File: src/rtl/ftoi_arbiter.sv
// Two-requester round-robin front end for a shared float-to-int converter.
// Stage 1 holds the granted operand, stage 2 holds the converted result.
module ftoi_arbiter #(
  parameter int TAG_W    = 5,
  parameter int SATURATE = 1
) (
  input  logic             clk,
  input  logic             rst,
  input  logic             req0_valid,
  output logic             req0_ready,
  input  logic [31:0]      req0_x,
  input  logic [TAG_W-1:0] req0_tag,
  input  logic             req1_valid,
  output logic             req1_ready,
  input  logic [31:0]      req1_x,
  input  logic [TAG_W-1:0] req1_tag,
  output logic             resp_valid,
  input  logic             resp_ready,
  output logic [31:0]      resp_y,
  output logic             resp_ovf,
  output logic             resp_src,
  output logic [TAG_W-1:0] resp_tag,
  output logic             ovf_sticky,
  input  logic             ovf_clr
);

  logic             last_gnt;
  logic             s1_valid;
  logic             s1_src;
  logic [31:0]      s1_x;
  logic [TAG_W-1:0] s1_tag;

  logic adv2, acc1, gnt0, gnt1, xfer0, xfer1;
  logic [7:0]  e;
  logic [23:0] mant;
  logic [31:0] mag;
  logic [31:0] conv_y;
  logic        conv_ovf;

  // Grant goes to the requester that did not win last time when both ask.
  always_comb begin
    adv2  = !resp_valid || resp_ready;
    acc1  = !s1_valid || adv2;
    gnt0  = req0_valid && (!req1_valid || last_gnt);
    gnt1  = req1_valid && (!req0_valid || !last_gnt);
    xfer0 = gnt0 && acc1;
    xfer1 = gnt1 && acc1;
  end

  assign req0_ready = xfer0;
  assign req1_ready = xfer1;

  // Round to nearest, ties away from zero: add the first bit shifted out.
  always_comb begin
    e        = s1_x[30:23];
    mant     = {1'b1, s1_x[22:0]};
    mag      = '0;
    conv_ovf = 1'b0;
    if (e <= 8'd125) begin
      mag = '0;
    end else if (e == 8'd126) begin
      mag = 32'd1;
    end else if (e <= 8'd149) begin
      mag = {8'd0, mant >> (8'd150 - e)} + {31'd0, mant[5'(8'd149 - e)]};
    end else begin
      mag      = {8'd0, mant} << (e - 8'd150);
      conv_ovf = (e >= 8'd158);
    end
    conv_y = s1_x[31] ? -mag : mag;
    if (conv_ovf && SATURATE != 0) begin
      conv_y = s1_x[31] ? 32'h8000_0000 : 32'h7FFF_FFFF;
    end
  end

  always_ff @(posedge clk) begin
    if (rst) begin
      s1_valid   <= 1'b0;
      s1_src     <= 1'b0;
      s1_x       <= '0;
      s1_tag     <= '0;
      last_gnt   <= 1'b1;
      resp_valid <= 1'b0;
      resp_y     <= '0;
      resp_ovf   <= 1'b0;
      resp_src   <= 1'b0;
      resp_tag   <= '0;
      ovf_sticky <= 1'b0;
    end else begin
      if (acc1) begin
        s1_valid <= xfer0 || xfer1;
        if (xfer1) begin
          s1_x   <= req1_x;
          s1_tag <= req1_tag;
          s1_src <= 1'b1;
        end else if (xfer0) begin
          s1_x   <= req0_x;
          s1_tag <= req0_tag;
          s1_src <= 1'b0;
        end
      end
      if (xfer0) last_gnt <= 1'b0;
      else if (xfer1) last_gnt <= 1'b1;

      if (adv2) begin
        resp_valid <= s1_valid;
        if (s1_valid) begin
          resp_y   <= conv_y;
          resp_ovf <= conv_ovf;
          resp_src <= s1_src;
          resp_tag <= s1_tag;
        end
      end

      // A handoff of an overflowed result beats a same-cycle clear.
      if (resp_valid && resp_ready && resp_ovf) ovf_sticky <= 1'b1;
      else if (ovf_clr) ovf_sticky <= 1'b0;
    end
  end

endmodule

File: config.mk
export PLATFORM = sky130hd
export DESIGN_NAME = ftoi_arbiter
export DESIGN_NICKNAME = d
export VERILOG_FILES = /design/src/rtl/ftoi_arbiter.sv
export SDC_FILE = /design/constraint.sdc
export NUM_CORES = 1
export LEC_CHECK = 0
export ABC_AREA = 1
export BUFFER_PORTS_ARGS = -buffer_cell sky130_fd_sc_hd__buf_2
export CORE_MARGIN = 1
export CORE_UTILIZATION = 64
export CTS_CLUSTER_DIAMETER = 80
export CTS_CLUSTER_SIZE = 28
export DETAILED_ROUTE_END_ITERATION = 10
export PLACE_DENSITY_LB_ADDON = 0.15
export SLEW_MARGIN = 10
export SYNTH_ARGS = -nofsm -noshare
export SYNTH_HDL_FRONTEND = slang
export SYNTH_SLANG_ARGS = --single-unit
File: constraint.sdc
create_clock -name clk -period 12.6 [get_ports clk]
set_input_delay 0.63 -clock clk [delete_from_list [all_inputs] [get_ports clk]]
set_output_delay 0.63 -clock clk [all_outputs]
set_load 0.005 [all_outputs]
# --- Word level (Yosys, flattened, before mapping) ---
# Cells that the tools add are included.
op_classes:
  n_addsub: 5
  magnitude_cmp: 4
  eq_ne: 1
  shift: 2
  n_mux: 21
  n_reduce_logical: 20
ops:
  columns: ["operator", "n"]
  rows:
  - ["2-to-1 mux 32 bit", 8]
  - ["negator 32 bit", 1]
  - ["left shift 24 x 8 -> 32 bit", 1]
  - ["adder 24 x 1 -> 25 bit", 1]
  - ["right shift 24 x 8 -> 24 bit", 1]
  - ["2-to-1 mux 1 bit", 10]
  - ["2-to-1 mux 5 bit", 2]
  - ["== test 8 x 7 -> 1 bit, second input constant", 1]
  - ["greater-or-equal comparator 8 bit, second input constant", 1]
  - ["<= comparator 8 x 7 -> 1 bit, second input constant", 1]
  - ["<= comparator 8 bit, second input constant", 1]
  - ["subtractor 8 bit, first input constant", 1]
  - ["subtractor 8 bit, second input constant", 1]
  - ["logical AND 1 bit", 6]
  - ["less-than comparator 5 x 6 -> 1 bit, second input constant", 1]
  - ["binary-select mux 1 bit (select 5 bit)", 1]
  - ["zero test 1 bit", 5]
  - ["logical OR 1 bit", 5]
  - ["subtractor 5 bit, first input constant", 1]
  - ["AND reduction 2 bit", 2]
  - ["nonzero test 2 bit", 2]
totals:
  register_bits: 81
  output_inout_bits: 43
  elab_cells: 64

# --- Logic depth before layout (Yosys ltp) ---
# Gate-level depths: netlist (run 1).
depth:
  ltp_word: 10
  depth_mapped: 36
  ltp_nobuf: 34

# --- Worst setup path before layout (run 1) ---
# Ideal clock, no wire load.
synth_path:
  path_type: "flip-flop to flip-flop"
  startpoint: "reg s1_x[24]"
  endpoint: "reg resp_y[27]"
  setup_time_ns: 0.117
  arrival_ns: 4.303
  required_ns: 12.483
  slack_ns: 8.180
  stages_incl_launch_ff: 32
  cell_sequence: "dfxtp_1 > clkbuf_1 > clkinv_1 > clkbuf_1 > ha_1 > inv_1 > clkbuf_1 > clkbuf_1 > nor3_1 > o21ai_0 > a31oi_1 > o21ai_0 > o21ai_0 > inv_1 > ha_1 > ha_1 > buf_2 > nand2_1 > nor2_2 > nand2_1 > nand3_1 > nand2_1 > inv_1 > nand3_1 > nor2_4 > nand3_2 > nor2_2 > nand3_1 > nand3_1 > nand2_1 > nor2_1 > nor2_1"
synth_between:
  elab_chain_cells: 10
  elab_cells_between_ends: 21
  classes_between: "add/sub (5); order compare (3); eq/ne (1); shift (2); mux (10)"
synth_rtl:
  columns: ["element", "line", "text"]
  rows:
  - ["start: declaration", "30", "logic [31:0] s1_x;"]
  - ["start signal: assignment", "92", "s1_x <= req1_x;"]
  - ["start signal: assignment", "96", "s1_x <= req0_x;"]
  - ["parallel branches: the longest is 9 deep, another holds negator 32 bit", null, null]
  - ["2-to-1 mux 32 bit *", "70", "if (conv_ovf && SATURATE != 0) begin"]
  - ["end signal: assignment", "107", "resp_y <= conv_y;"]
  - ["end: declaration", "19", "output logic [31:0] resp_y,"]
# Every way passes the cells marked *. The select of a mux whose other input is x is not followed.
# A chain may end at the register's enable or synchronous reset.

# --- Worst setup path in the final report (run 1) ---
layout_path:
  startpoint: "reg s1_x[23]"
  endpoint: "reg resp_y[29]"
# The elaborated chain is that of the path after synthesis.

==> flow_metrics.env, run 1 <==
export IMPL_status="completed"
export IMPL_holdPathStages=2
export IMPL_syn2layout_area_growth_pct=9.833
export IMPL_wl_per_cell_um=15.67
export IMPL_gp_congestion=1.021
export IMPL_period_needed_ns=6.516
export IMPL_dpl_cell_area_sq_mm=0.009075
export IMPL_hp_class="register to register"
export IMPL_drive_gt1_share_pct=13.09
export IMPL_vdd_drop_max_uv=109.6
export IMPL_vias=10980
export IMPL_chipWidth_um=117.7
export IMPL_start_util_pct=66.77
export IMPL_wirelength_um=28560
export IMPL_drc=0
export IMPL_cts_setup_buffers=0
export IMPL_cts_sinks=81
export IMPL_syn_num_nets=1682
export IMPL_fmax_ghz=0.1535
export IMPL_worst_pin_slew_ns=1.107
export IMPL_fp_coreArea_sq_mm=0.01282
export IMPL_finalHoldViolCount=0
export IMPL_cts_tree="built"
export IMPL_routed_via_density=6.029
export IMPL_grt_pass1_vias=9692
export IMPL_syn_area_per_cell_sq_um=5.376
export IMPL_holdWs_ns=0.4713
export IMPL_path_clk_slew_ns=0.07
export IMPL_synth_seq_area_share_pct=18.94
export IMPL_dr_first_iter_drc_count=1407
export IMPL_io_buffer_count=122
export IMPL_htreeDepth=3
export IMPL_final_common_cell="nand2_1"
export IMPL_drv_slew=0
export IMPL_die_area_sq_mm=0.01385
export IMPL_ff2ff_setup_slack_ns=6.08
export IMPL_slew_headroom_pct=26.09
export IMPL_max_stage_delay_ns=1.00
export IMPL_syn_area_sq_mm=0.008563
export IMPL_yosys_warnings=0
export IMPL_diodes=0
export IMPL_setup_tns_ns=0
export IMPL_postRouteAntennaNets=0
export IMPL_leakage_nw=4.800
export IMPL_finalClockSkew_ns=0.009889
export IMPL_finalSetupViolations=0
export IMPL_worstSkewPairLatency_ns=0.35
export IMPL_end_kind="register"
export IMPL_numCtsBuffers=9
export IMPL_power_total_mw=1.237
export IMPL_worstPathRequired_ns=12.90
export IMPL_startpoint_type="register"
export IMPL_num_nets_final=1734
export IMPL_grt_pass1_wl_um=46410
export IMPL_clk_path_buf_depth=2
export IMPL_p_per_area_mw_per_mm2=131.5
export IMPL_dr_pass1_iters=9
export IMPL_io_pins=123
export IMPL_final_cell_mix="nand2_1, nand3_1, nor2_1, o21ai_0, buf_2"
export IMPL_synth_flop_cell="dfxtp_1"
export IMPL_die_y_um=117.7
export IMPL_crit_top_cell="nand2_1"
export IMPL_max_cap_violations=0
export IMPL_post_dp_hpwl_um=21300
export IMPL_ys_ff_latch=81
export IMPL_grt_usage_pct=41.01
export IMPL_critPathMaxFanout=35
export IMPL_ctsHoldBuffers=0
export IMPL_finalCritPeriodShare_pct=51.71
export IMPL_grt_max_degree=75
export IMPL_crit_type="register to register"
export IMPL_synthCells=1593
export IMPL_worstRegToRegCells=28
export IMPL_rsz0062_at_grt="no"
export IMPL_fin_area_sq_mm=0.009405
export IMPL_rows=41
export IMPL_cts_resized=0
export IMPL_arrival_ns=6.81
export IMPL_synthArstFlopShare_pct=0
export IMPL_crit_slowest_cell="ha_1"
export IMPL_grt_antenna_before_repair=0
export IMPL_yosys_cell_types_count=45
export IMPL_cts_root_buf="clkbuf_16"
export IMPL_synth_edf_count=0
export IMPL_grt_ovfl_total=0
==> state kept, by name, summed over array words and instances (netlist names) <==
| signal | cells |
|---|---|
| resp_tag | 5 |
| s1_tag | 5 |
| resp_valid | 1 |
| last_gnt | 1 |
| resp_y | 32 |
| s1_valid | 1 |
| s1_src | 1 |
| resp_ovf | 1 |
| s1_x | 32 |
| resp_src | 1 |
| ovf_sticky | 1 |
==> critical path: cells and delay by family, from the launching register on <==
| kind | cells | cell delay (ns) |
|---|---|---|
| fa+ha+maj | 3 | 1.66 |
| buf+inv | 5 | 1.35 |
| flops | 1 | 0.99 |
| compound gates | 5 | 0.76 |
| simple gates | 15 | 1.69 |
==> final cells by class <==
| type | count | area, sq um |
|---|---|---|
| clock inverters | 7 | 105.1 |
| repair buffers | 134 | 700.7 |
| clock buffers | 9 | 225.2 |
| inverters | 126 | 473.0 |
| fillers | 1118 | 3420 |
| multi-input cells | 1293 | 6065 |
| flip-flops and latches | 81 | 1622 |
| well taps | 172 | 215.2 |
==> power by group <==
group,switching [mW],internal [mW]
clock,0.119,0.177
combinational,0.444,0.189
sequential,0.0252,0.283
total,0.588,0.649
==> routing by layer <==
metal | vias to the layer above | track usage, % | part of all wire [%]
met5 | - | 0 | 0
met4 | 0 | 17.31 | 3.4
met3 | 111 | 7.510 | 10
met2 | 680 | 66.29 | 45
met1 | 4871 | 53.32 | 41
li1 | 5322 | - | -
==> Yosys cell counts (all sizes together) (2+ instances only) <==
library cell / instances / area share, %
ha: 9 / 1.3
nand4: 29 / 2.1
a22oi: 5 / 0.44
o22ai: 2 / 0.15
a21oi: 70 / 4.1
dfxtp: 81 / 19
xnor2: 2 / 0.20
o221ai: 3 / 0.31
o211ai: 8 / 0.70
xor2: 17 / 1.8
nor2: 177 / 9.0
clkinv: 4 / 0.18
and2: 4 / 0.29
nor3: 5 / 0.29
clkbuf: 64 / 2.8
nand3: 168 / 10
nand3b: 5 / 0.44
mux2i: 2 / 0.23
buf: 29 / 1.9
o21ai: 161 / 9.5
inv: 122 / 5.3
a31oi: 42 / 3.1
or2: 2 / 0.15
nand2: 574 / 26
==> logic make-up after synthesis <==
| group | Yosys count | share of synthesized area [%] |
|---|---|---|
| compound gates | 298 | 18.91 |
| xor+xnor | 19 | 2.031 |
| fa+ha+maj | 9 | 1.315 |
| buf+inv | 219 | 10.24 |
| flops | 81 | 18.94 |
| mux | 2 | 0.2338 |
| simple gates | 965 | 48.33 |
==> stage by stage <==
step	setup WS (ns)	utilization (%)	std cells
6_report	6.084	73.34	1822
5_1_grt	5.441	73.34	1822
4_1_cts	6.224	73.34	1822
3_5_place_dp	6.268	70.76	1806
3_3_place_gp	6.495	70.76	1806
2_1_floorplan	8.180	-	1593
==> final timing paths <==
| check | from | endpoint |
|---|---|---|
| setup / recovery | s1_x[23]$_SDFFE_PP0P_ | resp_y[29]$_SDFFE_PP0P_ |
| hold / removal | s1_src$_SDFFE_PP0P_ | s1_src$_SDFFE_PP0P_ |
| setup reg to reg | s1_x[23]$_SDFFE_PP0P_ | resp_y[29]$_SDFFE_PP0P_ |
| hold reg to reg | s1_src$_SDFFE_PP0P_ | s1_src$_SDFFE_PP0P_ |
(Power assumes the default switching activity.)
==> run 2: changes to the inputs <==
Settings changed: CORE_UTILIZATION 64 to 59.
Clock period 12.6 ns to 6.8 ns, I/O delays scaled along.
==> run 2 against run 1 <==
  * Sequential share of layout area down 0.078 points
  * Die area up 8.3%
  * Sequential cell count unchanged
  * Clock skew up 0.0048 ns
  * Via count down 2.4%
  * Critical path depth unchanged
  * Hold slack worse by 0.23 ns
  * Fmax up 26%
  * Routed wire length down 0.91%
  * Critical path type unchanged
  * Largest cell class unchanged
  * Highest routed layer unchanged
==> flow_metrics.env, run 2 (synthesized netlist as in run 1, its figures left out) <==
export IMPL_numCtsBuffers=9
export IMPL_largestRegisters="resp_y x32, s1_x x32"
export IMPL_finalSetupViolations=0
export IMPL_chipWidth_um=122.5
export IMPL_num_nets_final=1738
export IMPL_fillers=1350
export IMPL_wirelength_um=28300
export IMPL_io_pins=123
export IMPL_drc=0
export IMPL_syn2layout_area_growth_pct=10.33
export IMPL_period_needed_ns=5.160
export IMPL_cts_tree="built"
export IMPL_cts_root_buf="clkbuf_16"
export IMPL_clk_path_buf_depth=2
export IMPL_critPathMaxFanout=33
export IMPL_grt_max_degree=75
export IMPL_fin_ws_ns=1.640
export IMPL_rows=43
export IMPL_vias=10720
export IMPL_grt_pass1_wl_um=46500
export IMPL_start_util_pct=60.98
export IMPL_finalClockSkew_ns=0.01470
export IMPL_cts_resized=0
export IMPL_crit_top_cell="nand2_1"
export IMPL_pre_cts_ws_ns=1.810
export IMPL_drv_slew=0
export IMPL_crit_slowest_cell="inv_1"
export IMPL_postRouteAntennaNets=0
export IMPL_leakage_nw=4.821
export IMPL_fmax_ghz=0.1938
export IMPL_vdd_drop_max_uv=201.1
export IMPL_routed_via_density=5.846
export IMPL_arrival_ns=5.41
export IMPL_gp_congestion=0.9911
export IMPL_drive_gt1_share_pct=13.30
export IMPL_dr_pass1_iters=9
export IMPL_max_cap_violations=0
export IMPL_max_stage_delay_ns=0.64
export IMPL_cts_sinks=81
export IMPL_rsz0062_at_grt="no"
export IMPL_worstPathRequired_ns=7.05
export IMPL_die_area_sq_mm=0.01500
export IMPL_final_common_cell="nand2_1"
export IMPL_finalCritPeriodShare_pct=75.89
export IMPL_dr_first_iter_drc_count=1413
export IMPL_grt_usage_pct=39.03
export IMPL_worstSkewPairLatency_ns=0.35
export IMPL_grt_ovfl_total=0
export IMPL_end_kind="register"
export IMPL_crit_type="register to register"
export IMPL_p_per_area_mw_per_mm2=242.3
export IMPL_slew_headroom_pct=44.83
export IMPL_worst_pin_slew_ns=0.8266
export IMPL_post_dp_hpwl_um=21460
export IMPL_setup_tns_ns=0
export IMPL_hp_class="primary input to register"
export IMPL_grt_antenna_before_repair=0
export IMPL_grt_pass1_vias=9618
export IMPL_path_clk_slew_ns=0.07
export IMPL_diodes=0
export IMPL_ctsHoldBuffers=0
export IMPL_final_cell_mix="nand2_1, nand3_1, nor2_1, o21ai_0, buf_2"
export IMPL_cts_setup_buffers=0
export IMPL_final_cells=1834
export IMPL_placed_cells=1818
export IMPL_wl_per_cell_um=15.43
export IMPL_finalHoldViolCount=0
export IMPL_die_y_um=122.5
export IMPL_startpoint_type="register"
export IMPL_io_buffer_count=122
export IMPL_status="completed"
export IMPL_fp_coreArea_sq_mm=0.01404
export IMPL_htreeDepth=3
## run 2: cell count changes in the layout (fill, tap and decap cells not counted), sizes merged
| cell | before | now |
|---|---|---|
| buf | 134 | 138 |
## run 2: final cells by class
class | count | area (sq um) | area share, %
multi-input cells | 1293 | 6065 | 64.19
flip-flops and latches | 81 | 1622 | 17.16
repair buffers | 138 | 730.7 | 7.734
inverters | 126 | 473.0 | 5.006
clock buffers | 9 | 225.2 | 2.384
well taps | 180 | 225.2 | 2.384
clock inverters | 7 | 107.6 | 1.139
## run 2: path summary, 6_finish.rpt
kind | startpoint | endpoint | slack (ns) | cells after the start
setup / recovery | s1_x[23]$_SDFFE_PP0P_ | resp_y[19]$_SDFFE_PP0P_ | 1.64 | 28
hold / removal | ovf_clr | ovf_sticky$_SDFFE_PP0P_ | 0.24 | 4
setup reg to reg | s1_x[23]$_SDFFE_PP0P_ | resp_y[19]$_SDFFE_PP0P_ | 1.64 | 28
hold reg to reg | ovf_sticky$_SDFFE_PP0P_ | ovf_sticky$_SDFFE_PP0P_ | 0.46 | 2
## run 2: per-stage QoR
stage / power, mW / area [sq um] / utilization, % / hold slack (ns)
2_1_floorplan: 1.431 / 8563 / - / 0.4364
3_3_place_gp: 1.694 / 9115 / 64.91 / 0.4467
3_5_place_dp: 1.701 / 9115 / 64.91 / 0.4545
4_1_cts: 2.258 / 9448 / 67.28 / 0.2375
5_1_grt: 2.451 / 9448 / 67.28 / 0.2585
6_report: 2.290 / 9448 / 67.28 / 0.2397
## run 2: layer usage
metal  up-vias  GRT usage, %  part of all wire (%)
met1      4716         51.18                    42
li1       5338             -                     -
met4         0         16.39                   3.4
met5         -             0                     0
met3        81         7.946                   9.9
met2       587         61.90                    44
## run 2: power by group
group	switching, mW	total (mW)	internal, mW
registers	0.0396	0.564	0.524
clock network	0.228	0.558	0.330
logic	0.815	1.17	0.353
total	1.08	2.29	1.21
## run 2: critical path: cells and delay by family (launching register included)
| kind | cells | cell delay [ns] |
|---|---|---|
| and+or+nand+nor | 17 | 2.05 |
| adders and majority gates | 3 | 0.97 |
| AOI/OAI and AO/OA | 2 | 0.26 |
| buffers and inverters | 6 | 1.46 |
| DFF | 1 | 0.32 |
